`config.mk`:
```
export PLATFORM = sky130hd
export DESIGN_NAME = nco_lut_driver_flat
export DESIGN_NICKNAME = d
export VERILOG_FILES = /design/src/rtl/nco_lut_driver_pkg.sv /design/src/rtl/nco_lut_driver_if.sv /design/src/rtl/sample_tick_gen.sv /design/src/rtl/nco_lut_driver.sv /design/src/flat_wrapper.sv
export SDC_FILE = /design/constraint.sdc
export NUM_CORES = 1
export LEC_CHECK = 0
export BUFFER_PORTS_ARGS = -buffer_cell sky130_fd_sc_hd__buf_2
export CAP_MARGIN = 10
export CORE_MARGIN = 2
export CORE_UTILIZATION = 45
export CTS_BUF_LIST = sky130_fd_sc_hd__clkbuf_4
export CTS_CLUSTER_DIAMETER = 100
export DETAILED_ROUTE_END_ITERATION = 16
export GPL_TIMING_DRIVEN = 0
export PLACE_DENSITY = 0.77
export SYNTH_ARGS = -nofsm -noshare
export SYNTH_HDL_FRONTEND = slang
export SYNTH_SLANG_ARGS = --single-unit
```
`constraint.sdc`:
```
create_clock -name clk -period 3.15 [get_ports clk]
set_input_delay 0.315 -clock clk [delete_from_list [all_inputs] [get_ports clk]]
set_output_delay 0.315 -clock clk [all_outputs]
set_load 0.01 [all_outputs]
```
`src/rtl/nco_lut_driver_pkg.sv`:
```
// Shared audio constants and state type for the waveform LUT and its sample-rate drivers.
package nco_lut_driver_pkg;

  localparam int ADDR_W          = 10;
  localparam int DATA_W          = 16;
  localparam int DEFAULT_CLK_DIV = 1042;

  localparam logic [7:0] OVR_MAX = 8'hFF;

  typedef enum logic [1:0] {
    IDLE    = 2'd0,
    FETCH   = 2'd1,
    CAPTURE = 2'd2
  } state_t;

endpackage

```
`src/rtl/nco_lut_driver_if.sv`:
```
// LUT read port plus the outgoing sample stream; master is the driver, slave is LUT + consumer.
interface nco_lut_driver_if;
  import nco_lut_driver_pkg::*;

  logic [ADDR_W-1:0] lut_addr;
  logic [DATA_W-1:0] lut_data;
  logic [DATA_W-1:0] sample_data;
  logic              sample_valid;
  logic              sample_ready;

  modport master (
    output lut_addr,
    output sample_data,
    output sample_valid,
    input  lut_data,
    input  sample_ready
  );

  modport slave (
    input  lut_addr,
    input  sample_data,
    input  sample_valid,
    output lut_data,
    output sample_ready
  );

endinterface

```
`src/rtl/sample_tick_gen.sv`:
```
// Output-sample tick: one-cycle pulse every CLK_DIV enabled cycles, combinational from the divider.
// Divider is held at zero while enable is low, so the first tick lands CLK_DIV cycles after enable.
module sample_tick_gen #(
  parameter int CLK_DIV = 1042
) (
  input  logic clk,
  input  logic reset,
  input  logic enable,
  output logic tick
);

  localparam int CNT_W = (CLK_DIV > 1) ? $clog2(CLK_DIV) : 1;
  localparam logic [CNT_W-1:0] CNT_LAST = CNT_W'(CLK_DIV - 1);

  if (CLK_DIV < 4) begin : g_bad_div
    $error("sample_tick_gen: CLK_DIV must be at least 4");
  end

  logic [CNT_W-1:0] div_cnt;

  always_ff @(posedge clk) begin
    if (reset || !enable) begin
      div_cnt <= '0;
    end else if (div_cnt == CNT_LAST) begin
      div_cnt <= '0;
    end else begin
      div_cnt <= div_cnt + CNT_W'(1);
    end
  end

  assign tick = enable && (div_cnt == CNT_LAST);

endmodule

```
`src/rtl/nco_lut_driver.sv`:
```
// Phase-accumulator LUT address driver and sample collector; tick to sample_valid is 3 cycles.
// A captured sample is held until accepted; samples arriving while it is held are dropped and counted.
module nco_lut_driver
  import nco_lut_driver_pkg::*;
#(
  parameter int CLK_DIV = DEFAULT_CLK_DIV,
  parameter int PHASE_W = 32
) (
  input  logic               clk,
  input  logic               reset,
  input  logic               enable,
  input  logic [PHASE_W-1:0] tune_word,
  input  logic               phase_clr,
  nco_lut_driver_if.master   bus,
  output logic [7:0]         overrun_cnt
);

  state_t             state_q, state_d;
  logic [PHASE_W-1:0] phase_q, phase_d, phase_base;
  logic [ADDR_W-1:0]  addr_q, addr_d;
  logic [DATA_W-1:0]  data_q, data_d;
  logic               vld_q, vld_d;
  logic [7:0]         ovr_q, ovr_d;
  logic               tick;
  logic               slot_free;

  sample_tick_gen #(
    .CLK_DIV (CLK_DIV)
  ) u_tick (
    .clk    (clk),
    .reset  (reset),
    .enable (enable),
    .tick   (tick)
  );

  assign slot_free = !vld_q || bus.sample_ready;

  always_comb begin
    state_d    = state_q;
    phase_d    = phase_q;
    addr_d     = addr_q;
    data_d     = data_q;
    vld_d      = vld_q;
    ovr_d      = ovr_q;
    phase_base = phase_clr ? '0 : phase_q;

    if (vld_q && bus.sample_ready) begin
      vld_d = 1'b0;
    end

    case (state_q)
      IDLE: begin
        if (tick) begin
          addr_d  = phase_base[PHASE_W-1 -: ADDR_W];
          phase_d = phase_base + tune_word;
          state_d = FETCH;
        end
      end
      // LUT registers its output on the edge leaving FETCH.
      FETCH: begin
        state_d = CAPTURE;
      end
      CAPTURE: begin
        state_d = IDLE;
        if (slot_free) begin
          data_d = bus.lut_data;
          vld_d  = 1'b1;
        end else if (ovr_q != OVR_MAX) begin
          ovr_d = ovr_q + 8'd1;
        end
      end
      default: begin
        state_d = IDLE;
      end
    endcase
  end

  always_ff @(posedge clk) begin
    if (reset) begin
      state_q <= IDLE;
      phase_q <= '0;
      addr_q  <= '0;
      data_q  <= '0;
      vld_q   <= 1'b0;
      ovr_q   <= '0;
    end else begin
      state_q <= state_d;
      phase_q <= phase_d;
      addr_q  <= addr_d;
      data_q  <= data_d;
      vld_q   <= vld_d;
      ovr_q   <= ovr_d;
    end
  end

  assign bus.lut_addr     = addr_q;
  assign bus.sample_data  = data_q;
  assign bus.sample_valid = vld_q;
  assign overrun_cnt      = ovr_q;

endmodule

```
`src/flat_wrapper.sv`:
```
// flat-port wrapper written by rule: the top's interface ports become plain ports
module nco_lut_driver_flat import nco_lut_driver_pkg::*;
#(
  parameter int CLK_DIV = DEFAULT_CLK_DIV,
  parameter int PHASE_W = 32
)
  (clk, reset, enable, tune_word, phase_clr, overrun_cnt, bus_lut_addr, bus_sample_data, bus_sample_valid, bus_lut_data, bus_sample_ready);
  nco_lut_driver_if bus_i ();
  input  logic clk;
  input  logic reset;
  input  logic enable;
  input  logic [PHASE_W-1:0] tune_word;
  input  logic phase_clr;
  output logic [7:0] overrun_cnt;
  output wire logic [$bits(bus_i.lut_addr)-1:0] bus_lut_addr;
  output wire logic [$bits(bus_i.sample_data)-1:0] bus_sample_data;
  output wire logic [$bits(bus_i.sample_valid)-1:0] bus_sample_valid;
  input wire logic [$bits(bus_i.lut_data)-1:0] bus_lut_data;
  input wire logic [$bits(bus_i.sample_ready)-1:0] bus_sample_ready;
  assign bus_lut_addr = bus_i.lut_addr;
  assign bus_sample_data = bus_i.sample_data;
  assign bus_sample_valid = bus_i.sample_valid;
  assign bus_i.lut_data = bus_lut_data;
  assign bus_i.sample_ready = bus_sample_ready;
  nco_lut_driver #(.CLK_DIV(CLK_DIV), .PHASE_W(PHASE_W)) u_core (.clk(clk), .reset(reset), .enable(enable), .tune_word(tune_word), .phase_clr(phase_clr), .bus(bus_i), .overrun_cnt(overrun_cnt));
endmodule
```
Yosys cells after proc, flatten, opt, wreduce, memory -nomap -nowiden

Cells that the tools add are included.

ROM bits: 0
Bits in writable memories: 0
Register bits after elaboration: 80
Memories kept: 0
Input port bits: 53
Latch bits: 0
Output and inout port bits: 35

Reductions and logical operators: 11
$mul: 0
Equality and inequality tests: 5
Order comparisons: 0
Bitwise logic cells: 1
Muxes and demuxes: 6
Div/mod/pow operators: 0
Add/sub/neg operators: 3
Shifts and indexed selects: 0

Operators by type and width:

| kind                                                                   | count |
|---|---|
| 32-bit adder                                                           | 1 |
| 32-bit 2-to-1 mux                                                      | 1 |
| 11-bit by 1-bit adder with 11-bit output (second input constant)       | 1 |
| 11-bit equality test (second input constant)                           | 1 |
| 8-bit by 1-bit adder with 8-bit output (second input constant)         | 1 |
| 8-bit != test (second input constant)                                  | 1 |
| 2-bit case mux with 2 select lines                                     | 1 |
| 2-bit AND reduction                                                    | 2 |
| 1-bit 2-to-1 mux                                                       | 3 |
| 3-bit AND reduction                                                    | 1 |
| 2-bit by 1-bit equality test with 1-bit output (second input constant) | 1 |
| 2-bit equality test (second input constant)                            | 1 |
| 1-bit logical AND                                                      | 2 |
| 1-bit logical NOT                                                      | 2 |
| 2-bit logical NOT                                                      | 1 |
| 1-bit logical OR                                                       | 2 |
| 2-bit 2-to-1 mux                                                       | 1 |
| 2-bit by 1-bit != test with 1-bit output (second input constant)       | 1 |
| 2-bit OR reduction                                                     | 1 |
| 1-bit NOT                                                              | 1 |

Depth between registers and ports, before layout

Depth in word-level cells: 4
Gate-level depth with buffers: 13

Hierarchy

Synthesis repeated with hierarchy kept, for this count alone.

Cell total of the unflattened synthesis: 635
Area, all modules: 5036.1 sq um

By module, submodules not included:

| module          | times used | area each (sq um) | cells an instance |
|---|---|---|---|
| nco_lut_driver  | 1          | 4510.6            | 578 |
| sample_tick_gen | 1          | 525.5             | 57 |

Worst setup path before layout

OpenSTA, ideal clock, no wires.

Path type: input -> register
From: in phase_clr
To: reg u_core.phase_q[29]
Data arrival time: 3215 ps
Library setup time: 62 ps
Path slack: -127 ps
Cell stages on the path: 13
Path buffers: 3
Required time: 3088 ps
Cell sequence: clkbuf_1 > clkbuf_1 > nor2b_1 > ha_1 > clkbuf_1 > nand2_1 > or2_1 > a211o_4 > a2111oi_4 > o22ai_2 > or3_1 > a2111o_1 > nand3_1

Cells in the longest elaborated chain, start to end: 2

Ends and longest elaborated chain:

| what                 | RTL line             | text |
|---|---|---|
| from (decl)          | flat_wrapper.sv:13   | `input logic phase_clr;` |
| 32-bit 2-to-1 mux    | nco_lut_driver.sv:45 | `phase_base = phase_clr ? '0 : phase_q;` |
| 32-bit adder         | nco_lut_driver.sv:55 | `phase_d = phase_base + tune_word;` |
| to (signal assigned) | nco_lut_driver.sv:88 | `phase_q <= phase_d;` |
| to (decl)            | nco_lut_driver.sv:19 | `logic [PHASE_W-1:0] phase_q, phase_d, phase_base;` |

No other way between the ends.
A chain may end at the register's enable or synchronous reset.

Worst setup path after layout

From: reg u_core.phase_q[8]
To: reg u_core.phase_q[29]

Cells in the longest elaborated chain, start to end: 2

Ends and longest elaborated chain:

| what              | RTL line |
|---|---|
| 32-bit 2-to-1 mux | nco_lut_driver.sv:45 |
| 32-bit adder      | nco_lut_driver.sv:55 |

No other way between the ends.

==> flow_summary.json <==
{
  "ant_nets": 0,
  "timing.rr.start": "u_core.phase_q[8]",
  "post_drt_wl_per_cell_um": 15.30,
  "worstPathArrival_ns": 3.46,
  "hpwl_um": 9659,
  "setup_tns_ns": 0,
  "fin_crit_sh": 0.9737,
  "ctsRootBufferMaster": "clkbuf_4",
  "fin_nets": 791,
  "multi_input_area_um2": 3092,
  "grt_overflow": 0,
  "drv_cap": 0,
  "num_rows": 38,
  "synth_edf_count": 0,
  "grt_usage": 0.2214,
  "fin_crit_ns": 3.067,
  "hold_viol": 0,
  "start_util": 0.4560,
  "synth-seq-area-share": 0.3269,
  "cp-startpoint": "u_core.phase_q[8]",
  "status": "complete, no violations",
  "cts_inserted_buffers": 9,
  "relSlewSlack": 0.3511,
  "drcViolationCount": 0,
  "ys_types": 60,
  "leakagePower_nw": 2.403,
  "ys.flop_type": "dfxtp_1",
  "cp-start-kind": "flip-flop",
  "drive_gt1_frac": 0.1825,
  "worst-path-max-fanout": 7,
  "area_growth_pct": 15.09,
  "dieArea_um2": 11740,
  "io_pins": 88,
  "netlist_area_um2": 4900,
  "clock_path_buffers": 2,
  "tightest_slew_ns": 0.9708,
  "fin_ws_ns": 0.08285,
  "placed_area_um2": 5507,
  "finalWirelength_um": 12960,
  "seq_area_um2": 1602,
  "powerDensity_nw_per_um2": 305.8,
  "fp.dieW_um": 108.3,
  "numClockSinks": 80,
  "worstSetupEndpointType": "flip-flop",
  "drv_slew": 0,
  "synth_nets": 695,
  "grt_pass1_wl_um": 20800,
  "port_buffers": 86,
  "final_area_um2": 5639,
  "ir_drop_uv": 192.8,
  "fmax_mhz": 326.0,
  "synthArstFlopShare": 0,
  "syn_inst": 607,
  "min_from": "bus_lut_data[6]",
  "avgSynthCellArea_um2": 8.072,
  "place_congestion": 0.9075,
  "first_iter_violations": 293,
  "worstSkewPairLatency_ns": 0.45,
  "core_area_um2": 10750,
  "criticalPathCategory": "reg2reg",
  "n_fill_cell": 1081,
  "final_util": 0.5248,
  "grt_max_degree": 19,
  "die_h_um": 108.3,
  "antenna_found_initial": 0,
  "grt_pass1_vias": 4568,
  "cts.clk_slew.worst_paths_ns": 0.14,
  "setup_violations": 0,
  "cts_tree": "done",
  "synth_seq_cells": 80,
  "hold_slack_ns": 0.09220,
  "ys_warn_count": 0,
  "cp.required_ns": 3.54,
  "rrSetupSlack_ns": 0.08,
  "fin_skew_ns": 0.02052,
  "rsz0062_at_grt": "yes",
  "pre_cts_slack_ns": -1.186,
  "cts_htree_levels": 3,
  "hp-class": "in2reg",
  "antennaDiodeCount": 0,
  "first_pass_iters": 5,
  "num_vias": 4818,
  "vias_per_cell": 5.688
}
[final cells by class]
| type | count | area share |
|---|---|---|
| Inverter | 13 | 0.008653 |
| Clock buffer | 10 | 0.01331 |
| Sequential cell | 80 | 0.2840 |
| Timing Repair Buffer | 87 | 0.07810 |
| Clock inverter | 5 | 0.006213 |
| Tap cell | 140 | 0.03106 |
| Buffer | 31 | 0.03040 |
| Multi-Input combinational cell | 481 | 0.5483 |
[sequential cells by signal (all words and copies together) (netlist names)]
name                     flops
u_core.phase_q              32
u_core.bus.sample_valid      1
u_core.overrun_cnt           8
u_core.state_q               2
u_core.bus.lut_addr         10
u_core.u_tick.div_cnt       11
u_core.bus.sample_data      16
[timing repair]
action | 4_1_cts | 5_1_grt
pin swaps | 0 | 1
buffers inserted | 0 | 1
endpoints found under the setup margin | 17 | 9
resized for setup | 3 | 5
hold buffers | 0 | 0
[metrics by stage]
step / cells / power (mW)
after global placement: 833 / 1.192
after floorplan: 607 / 1.131
final: 847 / 1.724
after CTS: 847 / 1.731
after global routing: 847 / 1.792
after detailed placement: 833 / 1.197
[Yosys cell counts, types with 2 or more instances]
| cell type | n | area share |
|---|---|---|
| nand2_1 | 86 | 0.066 |
| a21oi_1 | 62 | 0.063 |
| o21ai_0 | 23 | 0.023 |
| inv_1 | 13 | 0.010 |
| nor4_1 | 2 | 0.0026 |
| nand3_1 | 24 | 0.025 |
| and4_1 | 2 | 0.0036 |
| o21a_1 | 3 | 0.0046 |
| or3_1 | 6 | 0.0077 |
| nor3_1 | 9 | 0.0092 |
| buf_2 | 4 | 0.0041 |
| nor2_1 | 43 | 0.033 |
| nand4_1 | 11 | 0.014 |
| mux2i_1 | 12 | 0.025 |
| o22ai_1 | 2 | 0.0026 |
| and3_1 | 5 | 0.0064 |
| o31ai_1 | 3 | 0.0046 |
| a211oi_1 | 7 | 0.011 |
| nor4b_1 | 14 | 0.025 |
| and2_1 | 4 | 0.0051 |
| ha_1 | 34 | 0.087 |
| o21bai_1 | 5 | 0.0077 |
| a221oi_1 | 3 | 0.0054 |
| nor2b_1 | 34 | 0.043 |
| xnor2_1 | 16 | 0.029 |
| clkbuf_1 | 21 | 0.016 |
| buf_6 | 4 | 0.0092 |
| dfxtp_1 | 80 | 0.33 |
| nand2b_1 | 3 | 0.0038 |
| a21o_1 | 17 | 0.026 |
| buf_4 | 4 | 0.0061 |
| a31oi_1 | 10 | 0.013 |
| xor2_1 | 14 | 0.025 |
[final timing paths]
kind | to | cells after the start
worst max register to register | u_core.phase_q[29] | 11
worst max-delay path | u_core.phase_q[29] | 11
worst min-delay path | u_core.bus.sample_data[6] | 3
worst min register to register | u_core.bus.lut_addr[9] | 2
[where the power goes]
group / switching, mW / internal [mW] / leakage (nW)
Clock: 0.379 / 0.167 / 0.0622
Combinational: 0.0992 / 0.0643 / 1.70
Sequential: 0.00156 / 1.01 / 0.644
[critical path, cell delays in order, from the launching register on]
cell	delay [ns]
dfxtp_1	0.34
nor2b_1	0.12
ha_1	0.26
buf_2	0.17
nand3_2	0.11
or2_1	0.29
a211o_4	0.32
a2111oi_4	0.39
o22ai_2	0.17
or3_1	0.36
a2111o_1	0.38
nand3_1	0.09
[logic make-up after synthesis]
group	synth area share
simple gates	0.2638
compound gates	0.1948
flops	0.3269
buf+inv	0.04546
fa+ha+maj	0.09091
xor+xnor	0.05363
mux	0.02452
[cells in the final DEF, fill, tap and decap left out, types with 3 or more instances in the layout]
master,count
or3_1,6
nor3_1,8
ha_1,34
nand4_1,11
a31oi_1,10
clkbuf_4,12
o21ai_0,23
nor2b_1,34
xnor2_1,16
nor4b_1,13
and2_1,4
and3_1,5
o31ai_1,3
a211oi_1,6
a21o_1,17
xor2_1,14
buf_6,4
nand2_1,86
o21bai_1,5
a21oi_1,62
clkbuf_1,17
dfxtp_1,80
nor2_1,43
nand3_1,24
buf_2,90
mux2i_1,12
buf_4,5
nand2b_1,3
o21a_1,3
a221oi_1,3
inv_1,13
[routing by layer]
metal | global-route usage | up-vias | wire, um
met5 | 0 | - | 0
met4 | 0.08791 | 0 | 264
met3 | 0.04822 | 25 | 900
met2 | 0.3616 | 181 | 5983
met1 | 0.2846 | 2255 | 5807
li1 | - | 2357 | -
Note: power is estimated with default switching activity, not from simulation.
